==> src/rtl/snes_multi_poller.sv <==
// Polls up to four SNES pads sharing one latch/pulse pair and reports debounced-free
// button state plus per-bit press/release edges once per completed read.
module snes_multi_poller #(
  parameter int NUM_PADS     = 2,
  parameter int NUM_BITS     = 12,
  parameter int HALF_PERIOD  = 2,
  parameter int LATCH_CYCLES = 4,
  parameter int POLL_CYCLES  = 266667
) (
  input  logic                         sys_clk,
  input  logic                         sys_reset,
  input  logic                         auto_mode,
  input  logic                         read_enable,
  input  logic [NUM_PADS-1:0]          snes_data,
  output logic                         snes_latch,
  output logic                         snes_pulse,
  output logic [NUM_PADS*NUM_BITS-1:0] buttons,
  output logic [NUM_PADS*NUM_BITS-1:0] pressed,
  output logic [NUM_PADS*NUM_BITS-1:0] released,
  output logic                         busy,
  output logic                         read_complete
);

  localparam int W    = NUM_PADS * NUM_BITS;
  localparam int TMAX = (LATCH_CYCLES > HALF_PERIOD) ? LATCH_CYCLES : HALF_PERIOD;
  localparam int TW   = (TMAX > 1) ? $clog2(TMAX) : 1;
  localparam int BW   = 4;
  localparam int PW   = 20;

  typedef enum logic [2:0] {IDLE, LATCH, WAIT, SHIFT_HI, SHIFT_LO, DONE} state_e;

  state_e          state_q, state_d;
  logic [TW-1:0]   tcnt_q, tcnt_d;
  logic [BW-1:0]   bcnt_q, bcnt_d;
  logic [PW-1:0]   pcnt_q, pcnt_d;
  logic [W-1:0]    shreg_q, shreg_d;
  logic [W-1:0]    buttons_q, buttons_d;
  logic [W-1:0]    pressed_q, pressed_d;
  logic [W-1:0]    released_q, released_d;
  logic            latch_q, pulse_q, busy_q, rc_q;
  logic            poll_expired, trigger, sample;

  assign poll_expired = (pcnt_q == PW'(POLL_CYCLES - 1));
  assign trigger      = (state_q == IDLE) &&
                        ((!auto_mode && read_enable) || (auto_mode && poll_expired));

  // NOTE: every signal assigned here gets a default first, so no path can infer a latch.
  always_comb begin
    state_d    = state_q;
    tcnt_d     = tcnt_q;
    bcnt_d     = bcnt_q;
    sample     = 1'b0;
    case (state_q)
      IDLE: if (trigger) begin
        state_d = LATCH;
        tcnt_d  = '0;
      end
      LATCH: if (tcnt_q == TW'(LATCH_CYCLES - 1)) begin
        sample  = 1'b1;
        state_d = WAIT;
        tcnt_d  = '0;
      end else tcnt_d = tcnt_q + 1'b1;
      WAIT: if (tcnt_q == TW'(HALF_PERIOD - 1)) begin
        state_d = SHIFT_HI;
        tcnt_d  = '0;
        bcnt_d  = '0;
      end else tcnt_d = tcnt_q + 1'b1;
      SHIFT_HI: if (tcnt_q == TW'(HALF_PERIOD - 1)) begin
        sample  = 1'b1;
        state_d = SHIFT_LO;
        tcnt_d  = '0;
        bcnt_d  = bcnt_q + 1'b1;
      end else tcnt_d = tcnt_q + 1'b1;
      SHIFT_LO: if (tcnt_q == TW'(HALF_PERIOD - 1)) begin
        tcnt_d  = '0;
        state_d = (bcnt_q == BW'(NUM_BITS - 1)) ? DONE : SHIFT_HI;
      end else tcnt_d = tcnt_q + 1'b1;
      DONE:    state_d = IDLE;
      default: state_d = IDLE;
    endcase

    // Pads shift in lock-step; the first bit read ends up at the MSB of each field.
    shreg_d = shreg_q;
    if (sample) begin
      for (int i = 0; i < NUM_PADS; i++)
        shreg_d[i*NUM_BITS +: NUM_BITS] = {shreg_q[i*NUM_BITS +: NUM_BITS-1], ~snes_data[i]};
    end

    buttons_d  = buttons_q;
    pressed_d  = '0;
    released_d = '0;
    if (state_d == DONE) begin
      buttons_d  = shreg_q;
      pressed_d  = shreg_q & ~buttons_q;
      released_d = buttons_q & ~shreg_q;
    end

    pcnt_d = pcnt_q;
    if (!auto_mode || trigger) pcnt_d = '0;
    else if (!poll_expired)    pcnt_d = pcnt_q + 1'b1;
  end

  // NOTE: state uses non-blocking assignments and an asynchronous reset that clears every
  // register, including the shift registers, so reset never waits for a clock edge.
  always_ff @(posedge sys_clk or posedge sys_reset) begin
    if (sys_reset) begin
      state_q    <= IDLE;
      tcnt_q     <= '0;
      bcnt_q     <= '0;
      pcnt_q     <= '0;
      shreg_q    <= '0;
      buttons_q  <= '0;
      pressed_q  <= '0;
      released_q <= '0;
      latch_q    <= 1'b0;
      pulse_q    <= 1'b0;
      busy_q     <= 1'b0;
      rc_q       <= 1'b0;
    end else begin
      state_q    <= state_d;
      tcnt_q     <= tcnt_d;
      bcnt_q     <= bcnt_d;
      pcnt_q     <= pcnt_d;
      shreg_q    <= shreg_d;
      buttons_q  <= buttons_d;
      pressed_q  <= pressed_d;
      released_q <= released_d;
      latch_q    <= (state_d == LATCH);
      pulse_q    <= (state_d == SHIFT_HI);
      busy_q     <= (state_d != IDLE);
      rc_q       <= (state_d == DONE);
    end
  end

  assign snes_latch    = latch_q;
  assign snes_pulse    = pulse_q;
  assign busy          = busy_q;
  assign read_complete = rc_q;
  assign buttons       = buttons_q;
  assign pressed       = pressed_q;
  assign released      = released_q;

endmodule

==> config.mk <==
export PLATFORM = sky130hd
export DESIGN_NAME = snes_multi_poller
export DESIGN_NICKNAME = d
export VERILOG_FILES = /design/src/rtl/snes_multi_poller.sv
export SDC_FILE = /design/constraint.sdc
export NUM_CORES = 1
export LEC_CHECK = 0
export ABC_AREA = 1
export CORE_UTILIZATION = 55
export DETAILED_ROUTE_END_ITERATION = 7
export GPL_ROUTABILITY_DRIVEN = 0
export GPL_TIMING_DRIVEN = 0
export HOLD_SLACK_MARGIN = 0.15
export PLACE_DENSITY = 0.8
export SLEW_MARGIN = 10
export SYNTH_ARGS = -nofsm -noshare
export SYNTH_HDL_FRONTEND = slang
export SYNTH_SLANG_ARGS = --single-unit
==> constraint.sdc <==
create_clock -name sys_clk -period 9.29 [get_ports sys_clk]
set_input_delay 1.858 -clock sys_clk [delete_from_list [all_inputs] [get_ports sys_clk]]
set_output_delay 1.858 -clock sys_clk [all_outputs]
set_load 0.01 [all_outputs]
### After elaboration in Yosys (flattened, before gate mapping)

Index checks and enable logic that the tools add are counted.

* reduce and logical (&&, ||, !) cells: 13
* equal/unequal tests: 15
* add/subtract/negate cells: 3
* muxes and demuxes: 21
* bitwise logic cells: 6

Operators with widths (count)
* $and A24 B24 Y24: 2
* $mux W24: 2
* $not A24 Y24: 2
* $mux W20: 2
* $add A20 B1 Y20 const B: 1
* $eq A20 B19 Y1 const B: 1
* $mux W3: 6
* $pmux W3 S5: 1
* $eq A3 B2 Y1 const B: 3
* $mux W4: 2
* $pmux W4 S2: 1
* $eq A3 B1 Y1 const B: 2
* $eq A3 B3 Y1 const B: 2
* $mux W2: 3
* $ne A2 B2 Y1 const B: 3
* $pmux W2 S3: 1
* $reduce_bool A3 Y1: 2
* $add A4 B1 Y4 const B: 1
* $eq A4 B4 Y1 const B: 1
* $logic_and A1 B1 Y1: 3
* $logic_not A3 Y1: 1
* $reduce_and A3 Y1: 1
* $reduce_or A3 Y1: 1
* $add A2 B1 Y2 const B: 1
* other kinds (10): 13

* word-level logic and storage cells: 70
* flip-flop bits (word level): 129

### Logic depth before layout (Yosys ltp)

* word-level depth: 8
* gate-level depth with buffers: 12
* mapped depth without buffers: 11

### Worst setup path after synthesis

OpenSTA, ideal clock, no wires.

* kind: input-to-reg
* start: input port read_enable
* end: register rc_q, in the netlist read_complete
* library setup time: 117 ps
* data arrival time: 2818 ps
* setup slack: 6355 ps
* required time: 9173 ps
* path buffers: 2
* cell stages on the path: 7
* cells stage by stage: or2_2 -> nand3_4 -> nand2_2 -> nand3_4 -> buf_6 -> buf_8 -> inv_2

* cells in the longest elaborated chain, start to end: 6

Ends and longest elaborated chain
* from (decl): RTL line 13 `input logic read_enable,`
* $logic_and A1 B1 Y1: RTL line 45 `((!auto_mode && read_enable) || (auto_mode && poll_expired));`
* $logic_or A1 B1 Y1: RTL line 45
* $logic_and A1 B1 Y1: RTL line 44 `assign trigger = (state_q == IDLE) &&`
* $mux W3: RTL line 54 `IDLE: if (trigger) begin`
* $pmux W3 S5: RTL line 53 `case (state_q)`
* $eq A3 B3 Y1: RTL line 131 `rc_q <= (state_d == DONE);`
* to (signal assigned): RTL line 131
* to (decl): RTL line 40 `logic latch_q, pulse_q, busy_q, rc_q;`

Every way passes these cells.
A chain may end at the register's enable or synchronous reset.

### Worst setup path after layout

* start: register buttons_q[8], in the netlist buttons[8]
* end: output port buttons[8]

RTL lines
* from (decl): RTL line 37 `logic [W-1:0] buttons_q, buttons_d;`
* from (signal assigned): RTL line 125 `buttons_q <= buttons_d;`
* to (decl): RTL line 17 `output logic [NUM_PADS*NUM_BITS-1:0] buttons,`

No word-level cell between the ends.

==> metrics.md <==
| Metric | Value |
|---|---|
| Final setup margin | 5.914 ns |
| Critical path, cell by cell | clkdlybuf4s50_1 |
| Syn_nets | 582 |
| Clock latency at the later pin of the worst-skew pair | 0.51 ns |
| Cell Area, Synth | 5336 um2 |
| Top-area cell type share of the netlist area | 0.6049 |
| Fin crit share | 0.3634 |
| Initial Util | 0.5721 |
| Overall die area | 10,100 um2 |
| GRT Max-Usage Layer | met2 |
| Most frequent cells in the layout | 141 x nand2_1, 129 x dfrtp_1, 81 x clkdlybuf4s50_1, 80 x nor2_1, 55 x inv_1 |
| Hold Vio Cnt, Final | 0 |
| Via-per-instance ratio | 5.228 |
| CTS Root Cell | clkbuf_8 |
| Max-cap violations | 0 |
| # DRC | 0 |
| Worst Hold Class | flop to flop |
| Yosys Warn Count | 0 |
| Largest net degree at the start of global routing | 89 |
| Critical Path AT | 1.52 ns |
| CP Class | flop to output pin |
| Maximum vdd drop | 0.1164 mV |
| H-tree depth | 4 |
| Critical-path top delay cell | clkdlybuf4s50_1 |
| FMAX | 296.2 MHz |
| Clock sinks | 129 |
| Flops & latches, synth | 129 |
| Final Util | 0.7378 |
| Slew Limit Fails | 0 |
| GRT Util Overall | 0.2664 |
| Outcome | finished, final reports clean |
| Chip height | 100.5 um |
| Area delta synth->final | 28.96% |
| CP Launch Type | flop |
| R2R depth | 9 |
| Initial antenna violation count | 0 |
| Crit. End Element | output pin |
| Post-Syn Area per Cell | 9.362 um2 |
| Vias | 4,250 |
| Async SR Flop Fraction | 1.000 |
| Vias in the first global route | 4,320 |
| Slowest Stage Delay on Critical Path | 0.60 ns |
| Ant diodes | 0 |
| Largest area contributor in the netlist | dfrtp_1 |
| Yosys cell types | 29 |
| Post-synthesis sequential area ratio | 0.6049 |
| Postcts setup bufs | 0 |
| Max FO, Critical Path | 4 |
| Share of post-route cells with drive strength above 1 | 0.09795 |
| IO Port Bufs | 81 |
| Post-synth EDFFs | 0 |
| Clk slew on worst S/H paths | 0.06 ns |
| Post_cts resized | 0 |
| Final hold slack | 0.4763 ns |
| Clk buf depth | 2 |
| CORE AREA | 9328 um2 |
| Cts bufs inserted | 17 |
| Final number of setup-violating endpoints | 0 |
| Top_reg_cell synth | dfrtp_1 |
| Ranking of synthesized cells by area | dfrtp_1 60%, nand2_1 9.9%, nor2_1 5.6%, inv_1 3.9%, nand4_1 3.9% |
| DR pass1 iterations | 4 |
| Pleak | 3.282 nW |
| Levels on crit path | 1 |
| Nets | 683 |
| Setup tns final | 0 ns |
| Antenna-violating nets left | 0 |
| Met1 Track Usage GR | 0.3497 |
| First-iteration detailed-routing DRC count | 226 |
| Cell family with most CP delay | buffers and inverters |
| Post-DP HPWL | 7883 um |
| Row cnt | 35 |
| Pwr dens | 180.5 nW/um2 |
| Routed WL | 12,230 um |
| Slew @ Worst Pin | 0.5367 ns |
| Worst clock skew | 0.009053 ns |
| Syn Inst Count | 570 |
| Data required, critical path | 7.43 ns |
| Met3 usage | 0.06727 |
| # hold bufs at CTS | 0 |
| DP Worst Slack | 5.662 ns |
| Worst slew margin relative to its limit | 0.6411 |
| CP Buf/Inv Count | 1 |
| Wire per inst | 15.05 um |
| Grt total ovfl | 0 |
| Die Wd | 100.5 um |
| RSZ-0062 raised after global routing | false |
| CTS tree | built |
| Cells on Worst Hold Path | 1 |
| Io pins | 82 |
| Commonest non-fill, non-tap cell in the layout | nand2_1 |
| Final min period | 3.376 ns |
| First-pass GRT wire length | 20,750 um |
| Grt met2 use | 0.4373 |
Yosys cell counts, types with 2 or more instances:
cell type and count:
inv_1 56, nand2_2 3, xor2_1 9, nor2_1 80, nor3b_1 2, buf_2 13, nor4_1 4, nor2_4 9
o21ai_0 27, clkbuf_1 6, nand2_1 141, ha_1 6, inv_2 3, a21oi_1 15, dfrtp_1 129, nand3_1 12
nand3_4 2, nor3_1 9, nand4_1 33, xnor2_1 2
area by class of cell:
class	count	area [um2]
plain buffers	21	113.9
clock buffers	21	459.2
clock inverters	11	81.33
fillers	657	2446
inverters	60	230.2
multi-input cells	360	1769
flip-flops and latches	129	3228
well taps	129	161.4
repair buffers	82	838.3
through the flow:
step	instance area [um2]	total power, mW	instances
after global routing	6882	1.285	813
after floorplan	5336	0.6279	570
final	6882	1.242	813
after global placement	6309	0.6516	780
after detailed placement	6341	0.6557	781
after CTS	6882	1.251	813
power by group:
| part | leakage [nW] | switching [mW] | total, mW | internal, mW |
|---|---|---|---|---|
| Sequential | 1.67 | 0.0127 | 0.588 | 0.575 |
| Combinational | 1.35 | 0.0367 | 0.0590 | 0.0223 |
| Clock | 0.261 | 0.246 | 0.596 | 0.350 |
| Total | 3.28 | 0.295 | 1.24 | 0.947 |
worst paths after layout:
kind                                   from            to  slack [ns]
worst min register to register  buttons[20]   pressed[20]        0.48
worst max-delay path             buttons[8]    buttons[8]        5.91
min in group asynchronous         sys_reset  released[15]        1.73
worst max register to register    tcnt_q[1]   pressed[12]        7.11
worst min-delay path            buttons[20]   pressed[20]        0.48
max in group asynchronous         sys_reset  released[23]        6.81
logic make-up after synthesis:
family | after synthesis | share of synthesized area
AND/OR/NAND/NOR | 298 | 0.2560
flip-flops | 129 | 0.6049
buffers and inverters | 81 | 0.06354
AO/OA/AOI/OAI | 45 | 0.04338
XOR/XNOR | 11 | 0.01806
adder cells (fa/ha/maj) | 6 | 0.01407
metal layers:
layer  vias up  part of all wire
li1       2016                 -
met2       118              0.50
met4         0             0.016
met3        19             0.055
met5         -                 0
met1      2097              0.43
flip-flops by register name, indices dropped and copies added, names as in the netlist:
register,count
buttons,24
pressed,24
released,24
shreg_q,24
pcnt_q,20
bcnt_q,4
state_q,3
tcnt_q,2
busy,1
read_complete,1
snes_latch,1
snes_pulse,1
Note: power is estimated with default switching activity, not from simulation.
